[config.mk]
export PLATFORM = sky130hd
export DESIGN_NAME = serial_frame_receiver
export DESIGN_NICKNAME = d
export VERILOG_FILES = /design/src/rtl/serial_frame_receiver.sv
export SDC_FILE = /design/constraint.sdc
export NUM_CORES = 1
export LEC_CHECK = 0
export ABC_AREA = 1
export BUFFER_PORTS_ARGS = -buffer_cell sky130_fd_sc_hd__buf_2
export CORE_ASPECT_RATIO = 0.9
export CORE_MARGIN = 5
export CORE_UTILIZATION = 30
export DETAILED_ROUTE_END_ITERATION = 12
export GPL_TIMING_DRIVEN = 1
export SETUP_SLACK_MARGIN = 0.1
export SYNTH_ARGS = -nofsm -noshare
export SYNTH_HDL_FRONTEND = slang
export SYNTH_SLANG_ARGS = --single-unit
export TNS_END_PERCENT = 30
[constraint.sdc]
create_clock -name clk -period 1.75 [get_ports clk]
set_input_delay 0.0875 -clock clk [delete_from_list [all_inputs] [get_ports clk]]
set_output_delay 0.0875 -clock clk [all_outputs]
set_load 0.05 [all_outputs]
[src/rtl/serial_frame_receiver.sv]
// Start-bit-framed serial deserialiser with optional parity, stop-bit check and a
// one-entry valid/ready output register with sticky overrun reporting.
//
// state  | meaning
// IDLE   | waiting for si = 1 start bit
// DATA   | shifting in DATA_BITS payload bits, MSB first
// PARITY | sampling the parity bit (only when PARITY_MODE != 0)
// STOP   | sampling the stop bit; frame completes at this edge
module serial_frame_receiver #(
  parameter int DATA_BITS   = 40,
  parameter int PARITY_MODE = 0
) (
  input  logic                 clk,
  input  logic                 rst_n,
  input  logic                 si,
  input  logic                 frame_ready,
  input  logic                 clr_overrun,
  output logic [DATA_BITS-1:0] frame_data,
  output logic                 frame_valid,
  output logic                 parity_err,
  output logic                 stop_err,
  output logic                 overrun,
  output logic                 busy
);

  localparam int CW = $clog2(DATA_BITS + 1);
  localparam logic [CW-1:0] LAST_BIT = CW'(DATA_BITS - 1);

  typedef enum logic [1:0] {IDLE, DATA, PARITY, STOP} state_t;

  state_t               state_q, state_d;
  logic [CW-1:0]        cnt_q, cnt_d;
  logic [DATA_BITS-1:0] sr_q, sr_d;
  logic [DATA_BITS-1:0] data_q, data_d;
  logic                 par_q, par_d;
  logic                 perr_q, perr_d;
  logic                 valid_q, valid_d;
  logic                 pe_q, pe_d;
  logic                 se_q, se_d;
  logic                 ovr_q, ovr_d;
  logic                 done;
  logic                 load;

  always_ff @(posedge clk or negedge rst_n) begin
    if (!rst_n) begin
      state_q <= IDLE;
      cnt_q   <= '0;
      sr_q    <= '0;
      data_q  <= '0;
      par_q   <= 1'b0;
      perr_q  <= 1'b0;
      valid_q <= 1'b0;
      pe_q    <= 1'b0;
      se_q    <= 1'b0;
      ovr_q   <= 1'b0;
    end else begin
      state_q <= state_d;
      cnt_q   <= cnt_d;
      sr_q    <= sr_d;
      data_q  <= data_d;
      par_q   <= par_d;
      perr_q  <= perr_d;
      valid_q <= valid_d;
      pe_q    <= pe_d;
      se_q    <= se_d;
      ovr_q   <= ovr_d;
    end
  end

  always_comb begin
    state_d = state_q;
    cnt_d   = cnt_q;
    sr_d    = sr_q;
    data_d  = data_q;
    par_d   = par_q;
    perr_d  = perr_q;
    valid_d = valid_q;
    pe_d    = pe_q;
    se_d    = se_q;
    ovr_d   = ovr_q;
    done    = 1'b0;
    load    = 1'b0;

    case (state_q)
      IDLE: begin
        if (si) begin
          state_d = DATA;
          cnt_d   = '0;
          par_d   = 1'b0;
          perr_d  = 1'b0;
        end
      end
      DATA: begin
        // Shift-left form also covers DATA_BITS = 1 without a zero-width slice.
        sr_d  = (sr_q << 1) | DATA_BITS'(si);
        par_d = par_q ^ si;
        cnt_d = cnt_q + 1'b1;
        if (cnt_q == LAST_BIT) begin
          state_d = (PARITY_MODE != 0) ? PARITY : STOP;
        end
      end
      PARITY: begin
        perr_d  = (PARITY_MODE == 1) ? (par_q ^ si) : ~(par_q ^ si);
        state_d = STOP;
      end
      STOP: begin
        state_d = IDLE;
        done    = 1'b1;
      end
      default: state_d = IDLE;
    endcase

    load = done && (!valid_q || frame_ready);

    if (valid_q && frame_ready) valid_d = 1'b0;
    if (load) begin
      valid_d = 1'b1;
      data_d  = sr_q;
      pe_d    = perr_q;
      se_d    = si;
    end

    // A dropped frame outranks a simultaneous clear.
    if (clr_overrun)    ovr_d = 1'b0;
    if (done && !load)  ovr_d = 1'b1;
  end

  assign frame_data  = data_q;
  assign frame_valid = valid_q;
  assign parity_err  = pe_q;
  assign stop_err    = se_q;
  assign overrun     = ovr_q;
  assign busy        = (state_q != IDLE);

endmodule
==> results of run 1 <==
report_power, final:
part / switching (mW) / internal [mW]
combinational: 2.25 / 0.772
clock: 0.846 / 1.42
sequential: 0.337 / 2.76
total: 3.43 / 4.95
synth_stat cells:
| cell | instances | share of area, % |
|---|---|---|
| nor2_1 | 4 | 0.40 |
| o22ai_1 | 1 | 0.17 |
| buf_6 | 9 | 2.7 |
| nand4_1 | 3 | 0.50 |
| o21ai_0 | 73 | 9.7 |
| o21ai_1 | 10 | 1.3 |
| dfrtp_1 | 94 | 62 |
| nand3_1 | 11 | 1.5 |
| nor2_2 | 1 | 0.17 |
| ha_1 | 6 | 2.0 |
| a21boi_1 | 1 | 0.20 |
| nand2_4 | 1 | 0.30 |
| inv_2 | 2 | 0.20 |
| clkbuf_1 | 4 | 0.40 |
| inv_1 | 54 | 5.4 |
| clkbuf_2 | 1 | 0.13 |
| buf_4 | 4 | 0.79 |
| nand2_1 | 105 | 10 |
| nand2_2 | 4 | 0.66 |
| nand3_2 | 2 | 0.53 |
| a21oi_1 | 2 | 0.26 |
| xnor2_1 | 1 | 0.23 |
cells in the final DEF (no fill, tap or decap), types with 4 or more instances in the layout:
| cell type | count |
|---|---|
| o21ai_1 | 10 |
| dfrtp_1 | 94 |
| clkbuf_16 | 9 |
| inv_1 | 54 |
| o21ai_0 | 73 |
| nand2_2 | 4 |
| buf_4 | 4 |
| nor2_1 | 4 |
| buf_2 | 47 |
| nand3_1 | 11 |
| nand2_1 | 105 |
| ha_1 | 5 |
flip-flops by register name, summed over array words and instances (netlist names):
register and cells:
cnt_q 6, frame_data 40, frame_valid 1, overrun 1
par_q 1, parity_err 1, perr_q 1, sr_q 40
state_q 2, stop_err 1
worst min-delay path by stage:
stage                startpoint                 endpoint  slack (ns)  cells past startpoint
floorplan                 rst_n     cnt_q[0]$_DFFE_PN0P_       -0.21                      0
global placement          rst_n      overrun$_DFFE_PN0P_        0.05                      1
detailed placement        rst_n      overrun$_DFFE_PN0P_        0.07                      1
global route        frame_ready  frame_valid$_DFFE_PN0P_        0.06                      4
CTS                 frame_ready  frame_valid$_DFFE_PN0P_        0.04                      4
finish              frame_ready  frame_valid$_DFFE_PN0P_        0.05                      4
what timing repair did:
| action | CTS | global route |
|---|---|---|
| endpoints found under the setup margin | 0 | 1 |
| buffers inserted | 0 | 1 |
| gates resized for setup | 0 | 1 |
| endpoints found under the hold margin | 30 | 0 |
| hold buffers | 2 | 0 |
per-layer routing:
| layer | share of wire (%) | vias to the layer above | global-route usage, % |
|---|---|---|---|
| li1 | - | 1333 | - |
| met1 | 46 | 1191 | 12.4 |
| met2 | 46 | 40 | 15.9 |
| met3 | 5.3 | 14 | 3.84 |
| met4 | 2.3 | 0 | 5.23 |
| met5 | 0 | - | 0 |
worst register-to-register path, cell delays in order (launching register included):
cell     delay [ns]
dfrtp_1        0.43
inv_1          0.11
ha_2           0.28
buf_12         0.29
o21ai_0        0.18
layout make-up:
type | count | area [sq um]
clock buffer | 9 | 225
clock inverter | 7 | 126
fill | 1258 | 8000
inverter | 56 | 210
multi-input combinational | 225 | 1070
sequential | 94 | 2350
tap | 164 | 205
timing repair buffer | 57 | 353
cells by family (layout without fill, tap and decap cells):
family,Yosys count,count (layout),share of synthesized area (%)
flip-flops,94,94,62.2
AND/OR/NAND/NOR,131,131,14.4
AO/OA/AOI/OAI,87,87,11.6
adder cells (fa/ha/maj),6,6,1.98
XOR/XNOR,1,1,0.232
buffers and inverters,74,129,9.56
through the flow:
step | worst slack, ns | util (%)
floorplan | 0.309 | -
global placement | 0.396 | 33.2
detailed placement | 0.324 | 33.2
CTS | 0.117 | 36.1
global route | 0.110 | 36.2
finish | 0.176 | 36.2
==> summary.md, run 1 <==
| Metric | Value |
|---|---|
| Critical path type | `register to primary output` |
| FMAX | `0.635 GHz` |
| Area Growth Syn to Fin | `20.1%` |
| WP data arrival | `1.49 ns` |
| Global-route wire length before repair | `12000 microns` |
| Routed WL | `6970 microns` |
| Slowest stage delay, CP | `0.42 ns` |
| Clock Latency Late Sink | `0.34 ns` |
| Setup crit start | `state_q[1]$_DFFE_PN0P_` |
| DIE AREA | `0.0150 sq mm` |
| MaxCap Viol Count | `0` |
| Gpl congestion | `0.762` |
| Clock Path Buffers | `2` |
| CTS tree | `done` |
| Worst slew pin tran | `0.426 ns` |
| Critical path startpoint category | `register` |
| Worst path top cell family by delay | `buffers and inverters` |
| VDD IR max | `863 uV` |
| Vias in the first global route | `2629` |
| Leakage power | `2.22 nW` |
| Status | `finished, final reports clean` |
| Design area | `0.00454 sq mm` |
| Start of the worst register-to-register path | `state_q[1]$_DFFE_PN0P_` |
| Share of cells above drive strength 1 | `18.3%` |
| Final Critical Period | `1.57 ns` |
| CP endpoint | `busy` |
| Layout net count | `454` |
| Vias | `2578` |
| HPWL Detailed | `4830 microns` |
| DP Area | `0.00416 sq mm` |
| Reg2reg setup slack | `0.32 ns` |
| Total CTS buffers | `9` |
| Initial antenna violation count | `0` |
| Clock Pin Slew Worst Setup and Hold Paths | `0.06 ns` |
| Largest net degree at the start of global routing | `82` |
| Std-Cell Core Area | `0.0125 sq mm` |
| Die X | `128 microns` |
| Yosys reg bits | `94` |
| Pwr Total | `8.38 mW` |
| Clock Skews | `0.00801 ns` |
| Overall Global Routing Usage | `10.2%` |
| Crit path buffers/inverters | `3` |
| Clk sinks | `94` |
| Critical Path End Type | `primary output` |
| CP Depth | `4` |
| # setup viols final | `0` |
| Tcrit/Tclk final | `89.9%` |
| RSZ-0062 raised after global routing | `false` |
| Io pins | `50` |
| Fin Hold WS | `0.0532 ns` |
| N_diodes | `0` |
| Cells after Synth | `393` |
| Cell Count Post-Placement | `593` |
| Worst Hold Class | `input port to register` |
| Reg2Reg Depth | `4` |
| Peak fanout along the critical path | `5` |
| Mapped cell area | `0.00378 sq mm` |
| Crit path cell chain | `inv_1 > ha_1 > inv_2 > clkbuf_4` |
| Vias per inst | `4.21` |
| Port Buffer Count | `49` |
| Post-route DRC | `0` |
| Initial Util | `30.2%` |
| Max-slew violations | `0` |
| Power Density | `1840 mW/mm^2` |
| Root Buffer | `clkbuf_16` |
| # rows | `39` |
| Total congestion overflow | `0` |
| Syn nets | `404` |
| Die Ht | `117 microns` |
| Average size of a mapped cell | `9.62 sq um` |
| H-tree Lvls | `3` |
| Post-Layout Cell Count | `612` |
| Register area share after synthesis | `62.2%` |
| Post-route setup TNS | `0 ns` |
| RR Endpoint | `sr_q[32]$_DFFE_PN0P_` |
| Req. time, crit path | `1.66 ns` |
| Worst rel slew slack | `71.6%` |
| WL/cell | `11.4 microns` |
| Drt initial violations | `157` |
| Ys Warns | `0` |
| DRT antenna net count | `0` |
| Hold Vio Cnt, Final | `0` |
| DRT Pass-1 Iters | `4` |
| Distinct cells, synth | `22` |
| CP max stage cell | `dfrtp_1` |
Note: power is estimated with default switching activity, not from simulation.
==> inputs of run 2 (changes only) <==
Settings changed: ABC_AREA 1 to not set, GPL_TIMING_DRIVEN 1 to 0.
==> run 2 against run 1 <==
  * Maximum frequency down 1.5%
  * Sequential share of layout area up 0.26 points
  * Cell count down 24%
  * Global-route usage down 0.55 points
  * First-iteration DRC count down 63%
  * Critical path type is now register to register
==> summary.md, run 2 <==
| Metric | Value |
|---|---|
| Largest net degree at the start of global routing | `49 (-40%)` |
| Vias | `2066 (-20%)` |
| Global-route wire length before repair | `11000 microns (-8.9%)` |
| Vias per inst | `4.41 (+4.8%)` |
| Gpl congestion | `0.709 (-7.0%)` |
| Average size of a mapped cell | `15.3 sq um (+58%)` |
| Max-slew violations | `0 (unchanged)` |
| Layout net count | `314 (-31%)` |
| Post-synth top cells | `dfrtp_1, mux2_2, buf_2, nand2_1, o21ai_0` |
| Fin Hold WS | `0.0816 ns (+0.0283 ns)` |
| Max Used Layer | `met4` |
| Tcrit/Tclk final | `91.3% (+1.4 points)` |
| WP data arrival | `1.82 ns (+0.33 ns)` |
| Ys Warns | `0 (unchanged)` |
| Synth area leaders | `dfrtp_1, mux2_2, ha_1` |
| Area Growth Syn to Fin | `23.5%` |
| HPWL Detailed | `4400 microns (-8.8%)` |
| Most frequent cell after synthesis | `dfrtp_1` |
| Overall Global Routing Usage | `9.64% (-0.55 points)` |
| Root Buffer | `clkbuf_16` |
| Die Ht | `115 microns (-1.5%)` |
| EDFF count, synth | `0 (unchanged)` |
| Post-route DRC | `0 (unchanged)` |
| Total CTS buffers | `9 (unchanged)` |
| Register area share after synthesis | `64.3% (+2.1 points)` |
| Share of cells above drive strength 1 | `52.9% (+35 points)` |
| Worst rel slew slack | `58.0% (-14 points)` |
| Clock Path Buffers | `2 (unchanged)` |
| N_diodes | `0 (unchanged)` |
| Peak fanout along the critical path | `7 (+2)` |
| Initial antenna violation count | `0 (unchanged)` |
| MaxCap Viol Count | `0 (unchanged)` |
| Total congestion overflow | `0 (unchanged)` |
| Status | `finished, final reports clean` |
| Clock Latency Late Sink | `0.34 ns (about the same)` |
| Met3 wire length | `421 microns (+15%)` |
| Top cell type's share of synthesized area | `64.3% (+2.1 points)` |
| Drt initial violations | `58 (-63%)` |
| Vias in the first global route | `2171 (-17%)` |
| Final Critical Period | `1.60 ns (+0.0246 ns)` |
| Worst slew pin tran | `0.630 ns (+0.204 ns)` |
| Hold Vio Cnt, Final | `0 (unchanged)` |
| Most common library cell in the layout ignoring fill and taps | `dfrtp_1` |
| # setup viols final | `0 (unchanged)` |
| Initial Util | `30.4% (+0.27 points)` |
| DRT Pass-1 Iters | `4 (unchanged)` |
| Clock Pin Slew Worst Setup and Hold Paths | `0.06 ns (about the same)` |
| Die X | `126 microns (-1.5%)` |
| Critical path type | `register to register` |
| Port Buffer Count | `48 (-2.0%)` |
| Main synth FF type | `dfrtp_1` |
| Wire length on met2 | `3070 microns (-5.2%)` |
| Number of stages on the worst hold path | `3 (-1)` |
| Clk sinks | `94 (unchanged)` |
| Critical path startpoint category | `register` |
| Worst Hold Class | `input port to register` |
| Syn nets | `251 (-38%)` |
| Mapped cell area | `0.00366 sq mm (-3.2%)` |
| Std-Cell Core Area | `0.0120 sq mm (-4.1%)` |
| WL/cell | `13.8 microns (+21%)` |
| Critical Path End Type | `register` |
| RSZ-0062 raised after global routing | `true` |
| FMAX | `0.626 GHz (-1.5%)` |
| # rows | `38 (-2.6%)` |
| Clock Skews | `0.00656 ns (-0.00145 ns)` |
| Fillers | `1177 (-6.4%)` |
| H-tree Lvls | `3 (unchanged)` |
| Async SR Flop Fraction | `100% (unchanged)` |
| Distinct cells, synth | `23 (+4.5%)` |
| Yosys reg bits | `94 (unchanged)` |
| DIE AREA | `0.0145 sq mm (-2.9%)` |
| DRT met1 WL | `2890 microns (-9.7%)` |
| CTS tree | `done` |
| Req. time, crit path | `1.97 ns (+0.31 ns)` |
| Io pins | `50 (unchanged)` |
| DRT antenna net count | `0 (unchanged)` |
| Reg2Reg Depth | `5 (+1)` |
| Most frequent cells in the layout | `dfrtp_1, mux2_2, buf_2` |
| Leading area contributor after synthesis | `dfrtp_1` |
| Routed WL | `6460 microns (-7.4%)` |
| Cells after Synth | `240 (-39%)` |
==> run 2: cells by family (layout without fill, tap and decap cells) <==
family	after synthesis	in the layout	share of synthesized area [%]
buffers and inverters	16	84	1.98
and+or+nand+nor	23	23	2.87
muxes	85	85	26.0
adders and majority gates	6	6	2.05
AOI/OAI and AO/OA	15	15	2.60
DFF	94	94	64.3
xor gates and xnor gates	1	1	0.239
==> run 2: cell type report <==
class	instances	area (sq um)	area share, %
clock buffers	11	243	5.37
plain buffers	10	75.1	1.66
repair buffers	52	298	6.58
multi-input cells	130	1270	28.1
flip-flops and latches	94	2350	52.0
well taps	160	200	4.43
clock inverters	5	58.8	1.30
inverters	6	22.5	0.498
==> run 2: what timing repair did <==
action	4_1_cts	5_1_grt
resized for setup	12	6
hold buffers	2	0
gates cloned	0	0
buffers inserted	0	1
hold endpoints to repair	47	0
endpoints found under the setup margin	57	34
==> run 2: worst paths after layout <==
check,start,end,slack [ns]
min,frame_ready,frame_valid$_DFFE_PN0P_,0.08
min reg2reg,frame_data[0]$_DFFE_PN0P_,frame_data[0]$_DFFE_PN0P_,0.49
min in group asynchronous,rst_n,stop_err$_DFFE_PN0P_,0.30
max in group asynchronous,rst_n,sr_q[27]$_DFFE_PN0P_,0.79
max reg2reg,state_q[1]$_DFFE_PN0P_,state_q[1]$_DFFE_PN0P_,0.15
max,state_q[1]$_DFFE_PN0P_,state_q[1]$_DFFE_PN0P_,0.15
==> run 2: worst max-delay path, stage by stage (launching register included) <==
cell and delay [ns]:
dfrtp_1 0.42, inv_1 0.11, ha_2 0.24, nor2b_2 0.19, a21oi_2 0.18, mux2_2 0.35
==> run 2: stage by stage <==
step	instance area (sq um)	utilization [%]	worst slack (ns)	setup TNS [ns]	std cells
after floorplan	3660	-	0.116	0	240
after global placement	4100	34.1	-0.320	-31.67	448
after detailed placement	4130	34.3	-0.149	-2.62	449
after CTS	4490	37.4	0.0675	0	467
after global routing	4520	37.6	0.0680	0	468
final	4520	37.6	0.152	0	468
==> run 2: metal layers <==
metal	GRT usage, %	vias up
li1	-	965
met5	0	-
met1	12.0	1058
met2	15.0	38
met4	3.43	0
met3	4.32	5
Power of run 2 is left out: the tool's default activity adds up to more than one toggle a clock period on the data nets, which glitch-free logic cannot reach.
==> inputs of run 3 (changes only) <==
Settings changed: ABC_AREA set to 1.
Clock period 1.75 ns to 1.4 ns, I/O delays scaled along.
==> run 3 against run 2 <==
  * Sequential share of layout area down 2.0 points
  * Setup slack lost 0.062 ns
  * Hold slack got worse by 0.059 ns
  * Critical path type is now register to primary output
  * Critical endpoint is now busy
==> summary.md, run 3 (synthesis gave the netlist of run 1 again) <==
| Metric | Value |
|---|---|
| Tcrit/Tclk final | `93.6%` |
| Status | `finished, final reports clean` |
| DRT Pass-1 Iters | `4 (unchanged)` |
| Port Buffer Count | `49 (+2.1%)` |
| RSZ-0062 raised after global routing | `true` |
| FMAX | `0.763 GHz` |
| Clock Skews | `0.00688 ns (+0.000324 ns)` |
| CTS tree | `done` |
| Drt initial violations | `215 (+270%)` |
| Reg2Reg Depth | `6 (+1)` |
| Total congestion overflow | `0 (unchanged)` |
| CP endpoint | `busy` |
| Critical path startpoint category | `register` |
| DRT antenna net count | `0 (unchanged)` |
| Leakage power | `2.30 nW` |
| Clock Latency Late Sink | `0.34 ns (about the same)` |
| Setup crit start | `state_q[0]$_DFFE_PN0P_` |
| N_diodes | `0 (unchanged)` |
| Max-slew violations | `0 (unchanged)` |
| Reg2reg setup slack | `0.11 ns (-0.04 ns)` |
| MaxCap Viol Count | `0 (unchanged)` |
| RR Endpoint | `frame_data[31]$_DFFE_PN0P_` |
| CP max stage cell | `dfrtp_2` |
| Start of the worst register-to-register path | `state_q[0]$_DFFE_PN0P_` |
| Area Growth Syn to Fin | `24.5%` |
| Largest net degree at the start of global routing | `50 (+2.0%)` |
| Vias | `2746 (+33%)` |
| CP Depth | `4 (-1)` |
| Critical path type | `register to primary output` |
| HPWL Detailed | `5380 microns (+22%)` |
| Die Ht | `117 microns (+1.5%)` |
| Global-route wire length before repair | `12800 microns (+17%)` |
| Layout net count | `472 (+50%)` |
| Worst Hold Class | `input port to register` |
| Most common library cell in the layout ignoring fill and taps | `nand2_1` |
| Vias in the first global route | `2694 (+24%)` |
| Critical Path End Type | `primary output` |
| Clock Pin Slew Worst Setup and Hold Paths | `0.06 ns (about the same)` |
| Fin Hold WS | `0.0230 ns (-0.0586 ns)` |
| Io pins | `50 (unchanged)` |
| Vias per inst | `4.36 (-1.3%)` |
| Clk sinks | `94 (unchanged)` |
| Post-route DRC | `0 (unchanged)` |
| Worst slew pin tran | `0.652 ns (+0.0220 ns)` |
| VDD IR max | `1280 uV` |
| Die X | `128 microns (+1.5%)` |
| Hold Vio Cnt, Final | `0 (unchanged)` |
| Gpl congestion | `0.764 (+7.9%)` |
| Final Critical Period | `1.31 ns` |
| H-tree Lvls | `3 (unchanged)` |
| Clock Path Buffers | `2 (unchanged)` |
| WP data arrival | `1.24 ns (-0.58 ns)` |
| Initial antenna violation count | `0 (unchanged)` |
| Total CTS buffers | `9 (unchanged)` |
| Peak fanout along the critical path | `5 (-2)` |
| Initial Util | `30.2% (-0.27 points)` |
| Power Density | `2280 mW/mm^2` |
| # rows | `39 (+2.6%)` |
| Root Buffer | `clkbuf_16` |
| Slowest stage delay, CP | `0.46 ns (+0.04 ns)` |
| Worst rel slew slack | `56.5% (-1.5 points)` |
| Worst path top cell family by delay | `flip-flops` |
| Final core occ | `37.5% (-0.058 points)` |
| DIE AREA | `0.0150 sq mm (+3.0%)` |
| Routed WL | `7600 microns (+18%)` |
| Std-Cell Core Area | `0.0125 sq mm (+4.3%)` |
| Overall Global Routing Usage | `10.7% (+1.0 points)` |
| # setup viols final | `0 (unchanged)` |
| Crit path cell chain | `inv_2 > ha_4 > inv_4 > buf_8` |
| WL/cell | `12.1 microns (-13%)` |
| Req. time, crit path | `1.33 ns (-0.64 ns)` |
| Crit path buffers/inverters | `3 (+2)` |
| Most frequent cells in the layout | `nand2_1, dfrtp_1, o21ai_0` |
| Share of cells above drive strength 1 | `23.2% (-30 points)` |
-- run 3: worst min path at each step --
stage           startpoint                       to  cells past startpoint
2_1_floorplan        rst_n     cnt_q[0]$_DFFE_PN0P_                      0
3_3_place_gp   clr_overrun      overrun$_DFFE_PN0P_                      2
3_5_place_dp         rst_n   parity_err$_DFFE_PN0P_                      1
4_1_cts        frame_ready  frame_valid$_DFFE_PN0P_                      4
5_1_grt        frame_ready  frame_valid$_DFFE_PN0P_                      4
6_report       frame_ready  frame_valid$_DFFE_PN0P_                      4
-- run 3: area by class of cell --
cell class,count,area [sq um]
repair buffers,56,335
multi-input cells,226,1120
clock buffers,11,243
plain buffers,18,191
flip-flops and latches,94,2350
well taps,164,205
fillers,1270,7830
inverters,56,213
clock inverters,5,41.3
-- run 3: worst min-delay path, stage by stage --
cell	delay, ns
buf_2	0.08
inv_1	0.04
nand2_2	0.09
nand2_1	0.05
-- run 3: stage by stage --
step / TNS [ns] / instance area [sq um] / worst slack (ns) / total power [mW] / cells
after floorplan: 0 / 3790 / 0.100 / 7.00 / 393
after global placement: -60.98 / 4240 / -0.763 / 8.01 / 606
after detailed placement: -5.18 / 4270 / -0.144 / 8.14 / 607
after CTS: 0 / 4660 / 0.0728 / 10.8 / 629
after global routing: 0 / 4710 / 0.0177 / 11.5 / 630
final: 0 / 4710 / 0.0898 / 10.7 / 630
-- run 3: power by group --
group	internal, mW	switching, mW
clock	1.28	1.04
combinational	1.46	3.08
sequential	3.45	0.441
total	6.19	4.56
-- run 3: per-layer routing --
metal / part of all wire, % / wire (microns) / vias up / track usage [%]
li1: - / - / 1368 / -
met1: 46 / 3500 / 1309 / 13.7
met2: 46 / 3470 / 55 / 16.8
met3: 6.5 / 491 / 14 / 3.75
met4: 1.8 / 137 / 0 / 3.89
met5: 0 / 0 / - / 0
-- run 3: timing repair --
action | CTS | global route
buffers inserted | 4 | 0
hold endpoints to repair | 49 | 0
pin swaps | 1 | 0
endpoints found under the setup margin | 85 | 84
gates resized for setup | 18 | 11
hold buffers | 2 | 0
cloned | 0 | 1
